<file path="config.mk">
export PLATFORM = sky130hd
export DESIGN_NAME = pipe_stage_reg_flat
export DESIGN_NICKNAME = d
export VERILOG_FILES = /design/src/rtl/pipe_pkg.sv /design/src/rtl/pipe_stage_reg_if.sv /design/src/rtl/pipe_field_reg.sv /design/src/rtl/pipe_stage_reg.sv /design/src/flat_wrapper.sv
export SDC_FILE = /design/constraint.sdc
export NUM_CORES = 1
export LEC_CHECK = 0
export ABC_AREA = 1
export CORE_MARGIN = 3
export CORE_UTILIZATION = 35
export CTS_CLUSTER_DIAMETER = 150
export DETAILED_ROUTE_END_ITERATION = 10
export GPL_ROUTABILITY_DRIVEN = 0
export PLACE_DENSITY_LB_ADDON = 0.2
export SYNTH_ARGS = -nofsm -noshare
export SYNTH_HDL_FRONTEND = slang
export SYNTH_SLANG_ARGS = --single-unit
</file>
<file path="constraint.sdc">
create_clock -name clk -period 1.46 [get_ports clk]
set_clock_uncertainty 0.05 [all_clocks]
set_input_delay 0.292 -clock clk [delete_from_list [all_inputs] [get_ports clk]]
set_output_delay 0.292 -clock clk [all_outputs]
set_load 0.02 [all_outputs]
</file>
<file path="src/rtl/pipe_pkg.sv">
// Shared definitions for the MIPS pipeline-register slice: default widths,
// the bubble instruction, CP0 exception codes and the saturating Tnew countdown.
package pipe_pkg;

    localparam int unsigned DW_DEF = 32;
    localparam int unsigned AW_DEF = 5;
    localparam int unsigned TW_DEF = 2;

    localparam logic [31:0] NOP_INSTR = 32'h0000_0000;

    typedef enum logic [4:0] {
        EXC_INT  = 5'd0,
        EXC_ADEL = 5'd4,
        EXC_ADES = 5'd5,
        EXC_RI   = 5'd10,
        EXC_OV   = 5'd12
    } exc_code_e;

    // Tnew counts down by dec per stage but stops at zero instead of wrapping.
    function automatic int unsigned tnew_sat_dec(input int unsigned tnew, input int unsigned dec);
        return (tnew > dec) ? tnew - dec : 32'd0;
    endfunction

endpackage

</file>
<file path="src/rtl/pipe_stage_reg_if.sv">
// Upstream/downstream bundle of one pipeline register stage.
// Exception fields exist only when PIPE_EXC_EN is defined.
interface pipe_stage_reg_if
    import pipe_pkg::*;
#(
    parameter int unsigned DW = DW_DEF,
    parameter int unsigned AW = AW_DEF,
    parameter int unsigned TW = TW_DEF
);
    logic          en;
    logic          clr;
    logic          valid_i;
    logic [DW-1:0] instr_i;
    logic [DW-1:0] pc4_i;
    logic [DW-1:0] rt_i;
    logic [DW-1:0] alu_i;
    logic [AW-1:0] a3_i;
    logic [TW-1:0] tnew_i;
    logic [DW-1:0] wd_i;

    logic          valid_o;
    logic [DW-1:0] instr_o;
    logic [DW-1:0] pc4_o;
    logic [DW-1:0] rt_o;
    logic [DW-1:0] alu_o;
    logic [AW-1:0] fwd_a3_o;
    logic [TW-1:0] fwd_tnew_o;
    logic [DW-1:0] fwd_wd_o;
    logic          fwd_hit_o;
`ifdef PIPE_EXC_EN
    logic [4:0]    exc_i;
    logic [0:0]    bd_i;
    logic [4:0]    exc_o;
    logic [0:0]    bd_o;
`endif

    modport master (
        output en, clr, valid_i, instr_i, pc4_i, rt_i, alu_i, a3_i, tnew_i, wd_i,
`ifdef PIPE_EXC_EN
        output exc_i, bd_i,
        input  exc_o, bd_o,
`endif
        input  valid_o, instr_o, pc4_o, rt_o, alu_o, fwd_a3_o, fwd_tnew_o, fwd_wd_o, fwd_hit_o
    );

    modport slave (
        input  en, clr, valid_i, instr_i, pc4_i, rt_i, alu_i, a3_i, tnew_i, wd_i,
`ifdef PIPE_EXC_EN
        input  exc_i, bd_i,
        output exc_o, bd_o,
`endif
        output valid_o, instr_o, pc4_o, rt_o, alu_o, fwd_a3_o, fwd_tnew_o, fwd_wd_o, fwd_hit_o
    );

endinterface

</file>
<file path="src/rtl/pipe_field_reg.sv">
// One field of a pipeline register: reset/flush load RSTV, stall holds, else load d.
module pipe_field_reg #(
    parameter int unsigned  W    = 1,
    parameter logic [W-1:0] RSTV = '0
) (
    input  logic         clk,
    input  logic         reset,
    input  logic         clr,
    input  logic         en,
    input  logic [W-1:0] d,
    output logic [W-1:0] q
);

    always_ff @(posedge clk) begin
        if (reset || clr) begin
            q <= RSTV;
        end else if (en) begin
            q <= d;
        end
    end

endmodule

</file>
<file path="src/rtl/pipe_stage_reg.sv">
// Inter-stage pipeline register with stall/flush, valid bit and forwarding outputs.
// Optional exception/branch-delay fields are built when PIPE_EXC_EN is defined.
module pipe_stage_reg
    import pipe_pkg::*;
#(
    parameter int unsigned   DW        = DW_DEF,
    parameter int unsigned   AW        = AW_DEF,
    parameter int unsigned   TW        = TW_DEF,
    parameter int unsigned   TNEW_DEC  = 1,
    parameter logic [DW-1:0] BUBBLE_IR = DW'(NOP_INSTR)
) (
    input logic             clk,
    input logic             reset,
    pipe_stage_reg_if.slave bus
);

    logic          valid_q;
    logic          fwd_ok;
    logic [AW-1:0] a3_d;
    logic [AW-1:0] a3_q;
    logic [TW-1:0] tnew_d;
    logic [TW-1:0] tnew_q;

    // A bubble (or a faulting instruction) loads a3=0 so it can never forward.
    always_comb begin
        fwd_ok = bus.valid_i;
`ifdef PIPE_EXC_EN
        fwd_ok = bus.valid_i && (bus.exc_i == '0);
`endif
        a3_d   = fwd_ok ? bus.a3_i : '0;
        tnew_d = TW'(tnew_sat_dec(32'(bus.tnew_i), TNEW_DEC));
    end

    pipe_field_reg #(.W(1)) u_valid (
        .clk(clk), .reset(reset), .clr(bus.clr), .en(bus.en), .d(bus.valid_i), .q(valid_q));
    pipe_field_reg #(.W(DW), .RSTV(BUBBLE_IR)) u_instr (
        .clk(clk), .reset(reset), .clr(bus.clr), .en(bus.en), .d(bus.instr_i), .q(bus.instr_o));
    pipe_field_reg #(.W(DW)) u_pc4 (
        .clk(clk), .reset(reset), .clr(bus.clr), .en(bus.en), .d(bus.pc4_i), .q(bus.pc4_o));
    pipe_field_reg #(.W(DW)) u_rt (
        .clk(clk), .reset(reset), .clr(bus.clr), .en(bus.en), .d(bus.rt_i), .q(bus.rt_o));
    pipe_field_reg #(.W(DW)) u_alu (
        .clk(clk), .reset(reset), .clr(bus.clr), .en(bus.en), .d(bus.alu_i), .q(bus.alu_o));
    pipe_field_reg #(.W(DW)) u_wd (
        .clk(clk), .reset(reset), .clr(bus.clr), .en(bus.en), .d(bus.wd_i), .q(bus.fwd_wd_o));
    pipe_field_reg #(.W(AW)) u_a3 (
        .clk(clk), .reset(reset), .clr(bus.clr), .en(bus.en), .d(a3_d), .q(a3_q));
    pipe_field_reg #(.W(TW)) u_tnew (
        .clk(clk), .reset(reset), .clr(bus.clr), .en(bus.en), .d(tnew_d), .q(tnew_q));
`ifdef PIPE_EXC_EN
    pipe_field_reg #(.W(5)) u_exc (
        .clk(clk), .reset(reset), .clr(bus.clr), .en(bus.en), .d(bus.exc_i), .q(bus.exc_o));
    pipe_field_reg #(.W(1)) u_bd (
        .clk(clk), .reset(reset), .clr(bus.clr), .en(bus.en), .d(bus.bd_i), .q(bus.bd_o));
`endif

    always_comb begin
        bus.valid_o    = valid_q;
        bus.fwd_a3_o   = valid_q ? a3_q : '0;
        bus.fwd_tnew_o = tnew_q;
        bus.fwd_hit_o  = valid_q && (a3_q != '0) && (tnew_q == '0);
    end

endmodule

</file>
<file path="src/flat_wrapper.sv">
// flat-port wrapper written by rule: the top's interface ports become plain ports
module pipe_stage_reg_flat import pipe_pkg::*;
#(
    parameter int unsigned   DW        = DW_DEF,
    parameter int unsigned   AW        = AW_DEF,
    parameter int unsigned   TW        = TW_DEF,
    parameter int unsigned   TNEW_DEC  = 1,
    parameter logic [DW-1:0] BUBBLE_IR = DW'(NOP_INSTR)
)
  (clk, reset, bus_en, bus_clr, bus_valid_i, bus_instr_i, bus_pc4_i, bus_rt_i, bus_alu_i, bus_a3_i, bus_tnew_i, bus_wd_i, bus_valid_o, bus_instr_o, bus_pc4_o, bus_rt_o, bus_alu_o, bus_fwd_a3_o, bus_fwd_tnew_o, bus_fwd_wd_o, bus_fwd_hit_o);
  pipe_stage_reg_if #(.DW(DW), .AW(AW), .TW(TW)) bus_i ();
  input logic clk;
  input logic reset;
  input wire logic [$bits(bus_i.en)-1:0] bus_en;
  input wire logic [$bits(bus_i.clr)-1:0] bus_clr;
  input wire logic [$bits(bus_i.valid_i)-1:0] bus_valid_i;
  input wire logic [$bits(bus_i.instr_i)-1:0] bus_instr_i;
  input wire logic [$bits(bus_i.pc4_i)-1:0] bus_pc4_i;
  input wire logic [$bits(bus_i.rt_i)-1:0] bus_rt_i;
  input wire logic [$bits(bus_i.alu_i)-1:0] bus_alu_i;
  input wire logic [$bits(bus_i.a3_i)-1:0] bus_a3_i;
  input wire logic [$bits(bus_i.tnew_i)-1:0] bus_tnew_i;
  input wire logic [$bits(bus_i.wd_i)-1:0] bus_wd_i;
  output wire logic [$bits(bus_i.valid_o)-1:0] bus_valid_o;
  output wire logic [$bits(bus_i.instr_o)-1:0] bus_instr_o;
  output wire logic [$bits(bus_i.pc4_o)-1:0] bus_pc4_o;
  output wire logic [$bits(bus_i.rt_o)-1:0] bus_rt_o;
  output wire logic [$bits(bus_i.alu_o)-1:0] bus_alu_o;
  output wire logic [$bits(bus_i.fwd_a3_o)-1:0] bus_fwd_a3_o;
  output wire logic [$bits(bus_i.fwd_tnew_o)-1:0] bus_fwd_tnew_o;
  output wire logic [$bits(bus_i.fwd_wd_o)-1:0] bus_fwd_wd_o;
  output wire logic [$bits(bus_i.fwd_hit_o)-1:0] bus_fwd_hit_o;
  assign bus_i.en = bus_en;
  assign bus_i.clr = bus_clr;
  assign bus_i.valid_i = bus_valid_i;
  assign bus_i.instr_i = bus_instr_i;
  assign bus_i.pc4_i = bus_pc4_i;
  assign bus_i.rt_i = bus_rt_i;
  assign bus_i.alu_i = bus_alu_i;
  assign bus_i.a3_i = bus_a3_i;
  assign bus_i.tnew_i = bus_tnew_i;
  assign bus_i.wd_i = bus_wd_i;
  assign bus_valid_o = bus_i.valid_o;
  assign bus_instr_o = bus_i.instr_o;
  assign bus_pc4_o = bus_i.pc4_o;
  assign bus_rt_o = bus_i.rt_o;
  assign bus_alu_o = bus_i.alu_o;
  assign bus_fwd_a3_o = bus_i.fwd_a3_o;
  assign bus_fwd_tnew_o = bus_i.fwd_tnew_o;
  assign bus_fwd_wd_o = bus_i.fwd_wd_o;
  assign bus_fwd_hit_o = bus_i.fwd_hit_o;
  pipe_stage_reg #(.DW(DW), .AW(AW), .TW(TW), .TNEW_DEC(TNEW_DEC), .BUBBLE_IR(BUBBLE_IR)) u_core (.clk(clk), .reset(reset), .bus(bus_i));
endmodule
</file>
==> results.md, run 1 <==
* GR Overflow Total at 0
* DR WL/cell at 15.49 um
* Leakage at slightly above 4 nW
* Hold buffers post-CTS at 0
* Utilization after layout at 0.5936
* Grt met3 use at 0.07259
* Final Non-Filler Cells at 1324
* Combinational Power Share at 0.134
* Critical Path RT at 1.12 ns
* Die area at just under 20000 sq um
* Failing checks: negative setup slack
* Fin. Hold Viols at 0
* Synth Register Bits at 168
* I/O pin cnt at between 300 and 400
* Fraction of layout cells with a size suffix above 1 at 0.2557
* Antenna violations before repair at 0
* Post-layout min period at 1.547 ns
* Sw power at ~0.0027 W
* Site Rows at 48
* Number of synthesized flops with an enable pin at 0
* Worst vdd ir at 0.7417 mV
* Starting DRC count in detailed routing at 285
* DRC violations left at 0
* DRT Pass-1 Iters at 4
* Element type at the critical path end: primary output
* Met1 Track Usage GR at 0.2436
* Final Setup Violations at 4
* Final WS setup at -0.08734 ns
* Dominant cells by area after synthesis: dfxtp_1 (53%), nand2_1 (20%), a21oi_2 (16%)
* Yosys top cell area share at 0.5270
* DR vias/cell at 4.626
* H-tree levels at 4
* Fill cell count at 1621
* Sequential area share after synthesis at 0.5270
* Clock Tree Root: clkbuf_16
* RSZ-0062 raised after global routing: yes
* WS Path Type: flip-flop to primary output
* Largest net degree at the start of global routing at 82
* CTS Buf Count at 17
* GRT Resource Usage Total at 0.2004
* Routed wire length at 20510 um
* Vias in the first global route at 6014
* Die Height at 141.0 um
* Period utilization at 1.060
* Nets at 1259
* First-pass GRT wire length at roughly 32000 um
* Die X at 141.0 um
* Synth warn at 0
* Initial Util at 0.3627
* Placed instance count at 1290
* GR peak layer: met2
* Clk_lat worst skew at 0.41 ns
* Clk network pwr share at 0.440
* Pwr dens at 1077 nW/um^2
* Slew Limit Fails at 0
* CTS Sinks at 168
* Routing usage on met2 at 0.3344
* Clk buf depth at 2
* CTS tree: yes
* Top-count cell post-synth: nand2_1
* Mapped Area at roughly 6400 sq um
* Pint at 0.008561 W
* Port Buffer Count at 340
* Antenna cells at 0
* Post-synth top area cell: dfxtp_1
* Largest fanout on the critical path at 6
* Commonest cells in the netlist: nand2_1 (335), dfxtp_1 (168), a21oi_2 (120)
* Worst Setup Start Kind: flip-flop
* Slew @ Worst Pin at 0.5850 ns
* WHS at 0.1746 ns
* Status: finished with violations
* Max-cap violation count at 0
* Max frequency at 0.6463 GHz
* P&R area growth vs syn at 63.67%
* Post-route cell area at approximately 10000 sq um
* Hold crit path type: input pin to flip-flop
* Switching Fraction at 0.2393
* Clock slew at reported path FFs at 0.07 ns
* Dpl hpwl at around 15000 um
* Synth Instances at around 750
* Antenna Nets Post-Route at 0
* Worst slew margin at 0.6100
* Post-synth ARST share at 0
* Core Box Area at 17600 sq um
* Data arrival, critical path at 1.21 ns
* Yosys cell types at 14
* Syn_nets at 920
* Top_reg_cell synth: dfxtp_1
* Vias post-DR at between 6k and 7k
* Placed Area at 10070 sq um
* Flop pwr share at 0.427
* Syn_area_per_cell at 8.533 sq um
## final cells by class
cell class	count	area, sq um	area share
timing repair buffer	376	3476	0.3327
inverter	9	36.28	0.003473
clock buffer	19	442.9	0.04240
sequential	168	3367	0.3223
tap	225	281.5	0.02695
multi-input combinational	515	2643	0.2530
clock inverter	12	200.2	0.01916
## what timing repair did
action                                  CTS  global route
buffers inserted                          1             2
endpoints found under the setup margin  169           141
pin swaps                                 0             0
gates resized for setup                 273           176
## placed cells by master (no fill, tap or decap), types with 2 or more instances in the layout
| cell | instances |
|---|---|
| buf_4 | 26 |
| clkdlybuf4s15_2 | 5 |
| bufinv_16 | 5 |
| buf_6 | 8 |
| dfxtp_1 | 165 |
| clkinv_4 | 4 |
| clkdlybuf4s50_1 | 170 |
| dlygate4sd2_1 | 11 |
| nand2_2 | 3 |
| nand2_1 | 330 |
| dfxtp_2 | 3 |
| a21oi_1 | 48 |
| inv_1 | 3 |
| clkdlybuf4s15_1 | 81 |
| clkbuf_16 | 17 |
| buf_12 | 10 |
| buf_2 | 3 |
| clkbuf_2 | 62 |
| clkinv_2 | 3 |
| nand3_1 | 8 |
| a21oi_2 | 120 |
| inv_2 | 5 |
| nand2_4 | 2 |
## through the flow
step / power (W) / TNS [ns] / setup WS, ns
2_1_floorplan: 0.005601 / 0 / 0.1948
3_3_place_gp: 0.006493 / -21.67 / -0.2063
3_5_place_dp: 0.006496 / -22.69 / -0.2345
4_1_cts: 0.01137 / -0.1728 / -0.08794
5_1_grt: 0.01169 / -0.5795 / -0.1542
6_report: 0.01125 / -0.1727 / -0.08734
## power groups by stage
stage | sequential, W | clock (W) | combinational [W]
after detailed placement | 0.00490 | 0 | 0.00159
after floorplan | 0.00507 | 0 | 0.000530
final | 0.00480 | 0.00495 | 0.00150
after global placement | 0.00490 | 0 | 0.00159
after CTS | 0.00480 | 0.00505 | 0.00152
after global routing | 0.00481 | 0.00525 | 0.00162
## path summary, 6_finish.rpt
kind	startpoint	endpoint	slack, ns	depth (start not counted)
worst max register to register	u_core.u_valid.q	u_core.u_valid.q	0.49	5
worst min register to register	u_core.u_rt.q[31]	u_core.u_rt.q[31]	0.41	2
worst max-delay path	u_core.u_valid.q	bus_fwd_a3_o[4]	-0.09	5
worst min-delay path	bus_en	u_core.u_instr.q[11]	0.17	4
## sequential cells by signal, summed over array words and instances (netlist names)
| register | count |
|---|---|
| u_core.u_alu.q | 32 |
| u_core.u_instr.q | 32 |
| u_core.u_pc4.q | 32 |
| u_core.u_rt.q | 32 |
| u_core.u_wd.q | 32 |
| u_core.u_a3.q | 5 |
| u_core.u_tnew.q | 2 |
| u_core.u_valid.q | 1 |
## metal layers
layer | vias up | share of wire | wire [um]
met5 | - | 0 | 0
met1 | 2801 | 0.42 | 8647
met3 | 31 | 0.082 | 1679
met4 | 0 | 0.021 | 429
met2 | 233 | 0.48 | 9753
li1 | 3060 | - | -
## critical path: stages (launching register included)
cell and delay [ns]:
dfxtp_2 0.34, buf_6 0.15, buf_6 0.11, nand2_2 0.04, inv_2 0.05, buf_6 0.11
## cell families (layout without fill, tap and decap cells)
| family | count (synthesis) | after routing | share of synthesized area |
|---|---|---|---|
| buffers and inverters | 65 | 416 | 0.06410 |
| AOI/OAI and AO/OA | 168 | 168 | 0.2023 |
| and+or+nand+nor | 347 | 347 | 0.2066 |
| DFF | 168 | 168 | 0.5270 |
Note: power is estimated with default switching activity, not from simulation.
==> inputs of run 2 (changes only) <==
--- a/config.mk
+++ b/config.mk
@@ -11,7 +11,7 @@
 export CTS_CLUSTER_DIAMETER = 150
 export DETAILED_ROUTE_END_ITERATION = 10
 export GPL_ROUTABILITY_DRIVEN = 0
-export PLACE_DENSITY_LB_ADDON = 0.2
+export PLACE_DENSITY = 0.76
 export SYNTH_ARGS = -nofsm -noshare
 export SYNTH_HDL_FRONTEND = slang
 export SYNTH_SLANG_ARGS = --single-unit
==> constraint.sdc (replaced) <==
create_clock -name clk -period 1.3 [get_ports clk]
set_clock_uncertainty 0.05 [all_clocks]
set_input_delay 0.13 -clock clk [delete_from_list [all_inputs] [get_ports clk]]
set_output_delay 0.13 -clock clk [all_outputs]
set_load 0.02 [all_outputs]
==> results.md, run 2 (synthesis results as in run 1) <==
* Dpl hpwl at 14410 um (-0.94%)
* Largest net degree at the start of global routing at 61 (-26%)
* Vias post-DR at 6083 (-0.69%)
* WHS at 0.2122 ns (+0.03756 ns)
* Post-route cell area at 10390 sq um (-0.58%)
* Leakage at 4.049 nW (-2.1%)
* Largest fanout on the critical path at 3 (-3)
* Clock slew at reported path FFs at 0.07 ns (about the same)
* DRC violations left at 0 (unchanged)
* Antenna Nets Post-Route at 0 (unchanged)
* Failing checks: negative setup slack
* Slew Limit Fails at 0 (unchanged)
* CP Cell Sequence: nor2_2, nand3_1, nand2_1, inv_1, buf_6
* DRT Pass-1 Iters at 4 (unchanged)
* Period utilization at 1.069
* Post-layout min period at 1.390 ns
* R2r setup slk at 0.32 ns (-0.17 ns)
* Status: finished with violations
* Worst Setup Start Kind: flip-flop
* GRT Resource Usage Total at 0.1964 (-0.003979)
* Worst slew margin at 0.7932 (+0.1832)
* Placed instance count at 1285 (-0.39%)
* Data arrival, critical path at 1.21 ns (about the same)
* DR WL/cell at 15.36 um (-0.84%)
* Worst vdd ir at 0.8503 mV (+15%)
* I/O pin cnt at 341 (unchanged)
* First-pass GRT wire length at 31590 um (-1.4%)
* CP bufs+invs at 2 (-2)
* Max-cap violation count at 0 (unchanged)
* GR Overflow Total at 0 (unchanged)
* Slew @ Worst Pin at 0.3102 ns (-0.2748 ns)
* Site Rows at 48 (unchanged)
* Clk_lat worst skew at 0.41 ns (about the same)
* Vias in the first global route at 6028 (+0.23%)
* Hold crit path type: input pin to flip-flop
* Element type at the critical path end: primary output
* Final Setup Violations at 1 (-3)
* Most frequent cells in the layout: nand2_1 (331), clkdlybuf4s50_1 (170), dfxtp_1 (163), a21oi_2 (120), clkdlybuf4s15_1 (89)
* Total power at 0.01232 W (+9.4%)
* Die Height at 141.0 um (unchanged)
* Antenna cells at 0 (unchanged)
* CTS Sinks at 168 (unchanged)
* Initial Util at 0.3627 (unchanged)
* Pwr dens at 1186 nW/um^2 (+10%)
* RSZ-0062 raised after global routing: yes
* Max frequency at 0.7193 GHz
* Final Non-Filler Cells at 1320 (-0.30%)
* CTS tree: yes
* H-tree levels at 4 (unchanged)
* CP delay by family, top: flip-flops
* Starting DRC count in detailed routing at 238 (-16%)
* Die area at 19890 sq um (unchanged)
* Setup WS pre-CTS at -0.1246 ns (+0.1099 ns)
* Fin. Hold Viols at 0 (unchanged)
* WS Path Type: flip-flop to primary output
* DR vias/cell at 4.608 (-0.38%)
* Fill cell count at 1566 (-3.4%)
* Critical Path RT at 1.12 ns (about the same)
* Core Box Area at 17600 sq um (unchanged)
* Antenna violations before repair at 1 (+1)
* Placed Area at 10020 sq um (-0.50%)
* P&R area growth vs syn at 62.73%
* Routed wire length at 20280 um (-1.1%)
* Clock Tree Root: clkbuf_16
* Final WS setup at -0.09025 ns (-0.002913 ns)
* Nets at 1255 (-0.32%)
* Clk buf depth at 2 (unchanged)
* Port Buffer Count at 340 (unchanged)
* CP max-delay cell: dfxtp_2
* Commonest non-fill, non-tap cell in the layout: nand2_1
* CTS Buf Count at 17 (unchanged)
* Fraction of layout cells with a size suffix above 1 at 0.2493 (-0.006372)
* Die X at 141.0 um (unchanged)
* Max stage delay on crit path at 0.33 ns (about the same)
run 2: cell types whose count changed in the layout (fill, tap and decap cells not counted), moves of 3 or more:
cell             previous run  this run
clkdlybuf4s15_1            81        89
buf_4                      26        20
dlygate4sd2_1              11         5
clkinvlp_4                  0         5
clkinv_4                    4         0
clkinv_2                    3         0
run 2: final timing paths:
check	startpoint	to	cells after the start
setup / recovery	u_core.u_a3.q[1]	bus_fwd_hit_o	5
hold / removal	bus_instr_i[1]	u_core.u_instr.q[1]	3
setup reg to reg	u_core.u_valid.q	u_core.u_valid.q	5
hold reg to reg	u_core.u_instr.q[2]	u_core.u_instr.q[2]	2
run 2: metal layers:
| metal | vias to the layer above | wire length (um) | global-route usage |
|---|---|---|---|
| li1 | 3049 | - | - |
| met1 | 2749 | 8368 | 0.2310 |
| met2 | 256 | 9268 | 0.3165 |
| met3 | 27 | 2247 | 0.09735 |
| met4 | 2 | 379 | 0.05864 |
| met5 | - | 13 | 0 |
run 2: stage by stage:
stage	util	TNS, ns
finish	0.5902	-0.09025
global route	0.5902	-0.3151
CTS	0.5963	-0.1072
detailed placement	0.5693	-10.76
global placement	0.5693	-10.56
floorplan	-	0
run 2: worst min-delay path, delay by kind of cell:
| kind | cells | cell delay (ns) |
|---|---|---|
| AND/OR/NAND/NOR | 1 | 0.06 |
| AO/OA/AOI/OAI | 1 | 0.05 |
| buffers and inverters | 1 | 0.39 |
run 2: power breakdown:
part           internal, W  switching [W]
logic             0.000846       0.000844
registers          0.00531      0.0000816
clock network      0.00305        0.00218
total              0.00921        0.00311
run 2: final cells by class:
| type | instances | area [sq um] | share of cell area |
|---|---|---|---|
| timing repair buffer | 372 | 3463 | 0.3335 |
| sequential | 168 | 3369 | 0.3244 |
| multi-input combinational | 515 | 2635 | 0.2537 |
| clock buffer | 19 | 432.9 | 0.04168 |
| tap | 225 | 281.5 | 0.02711 |
| clock inverter | 12 | 167.7 | 0.01614 |
| inverter | 9 | 36.28 | 0.003494 |
run 2: timing repair:
| item | 4_1_cts | 5_1_grt |
|---|---|---|
| hold endpoints to repair | 3 | 0 |
| resized for setup | 264 | 184 |
| buffers inserted | 1 | 1 |
| cloned | 0 | 1 |
| setup endpoints to repair | 169 | 159 |
| pin swaps | 1 | 3 |
| hold buffers | 1 | 0 |
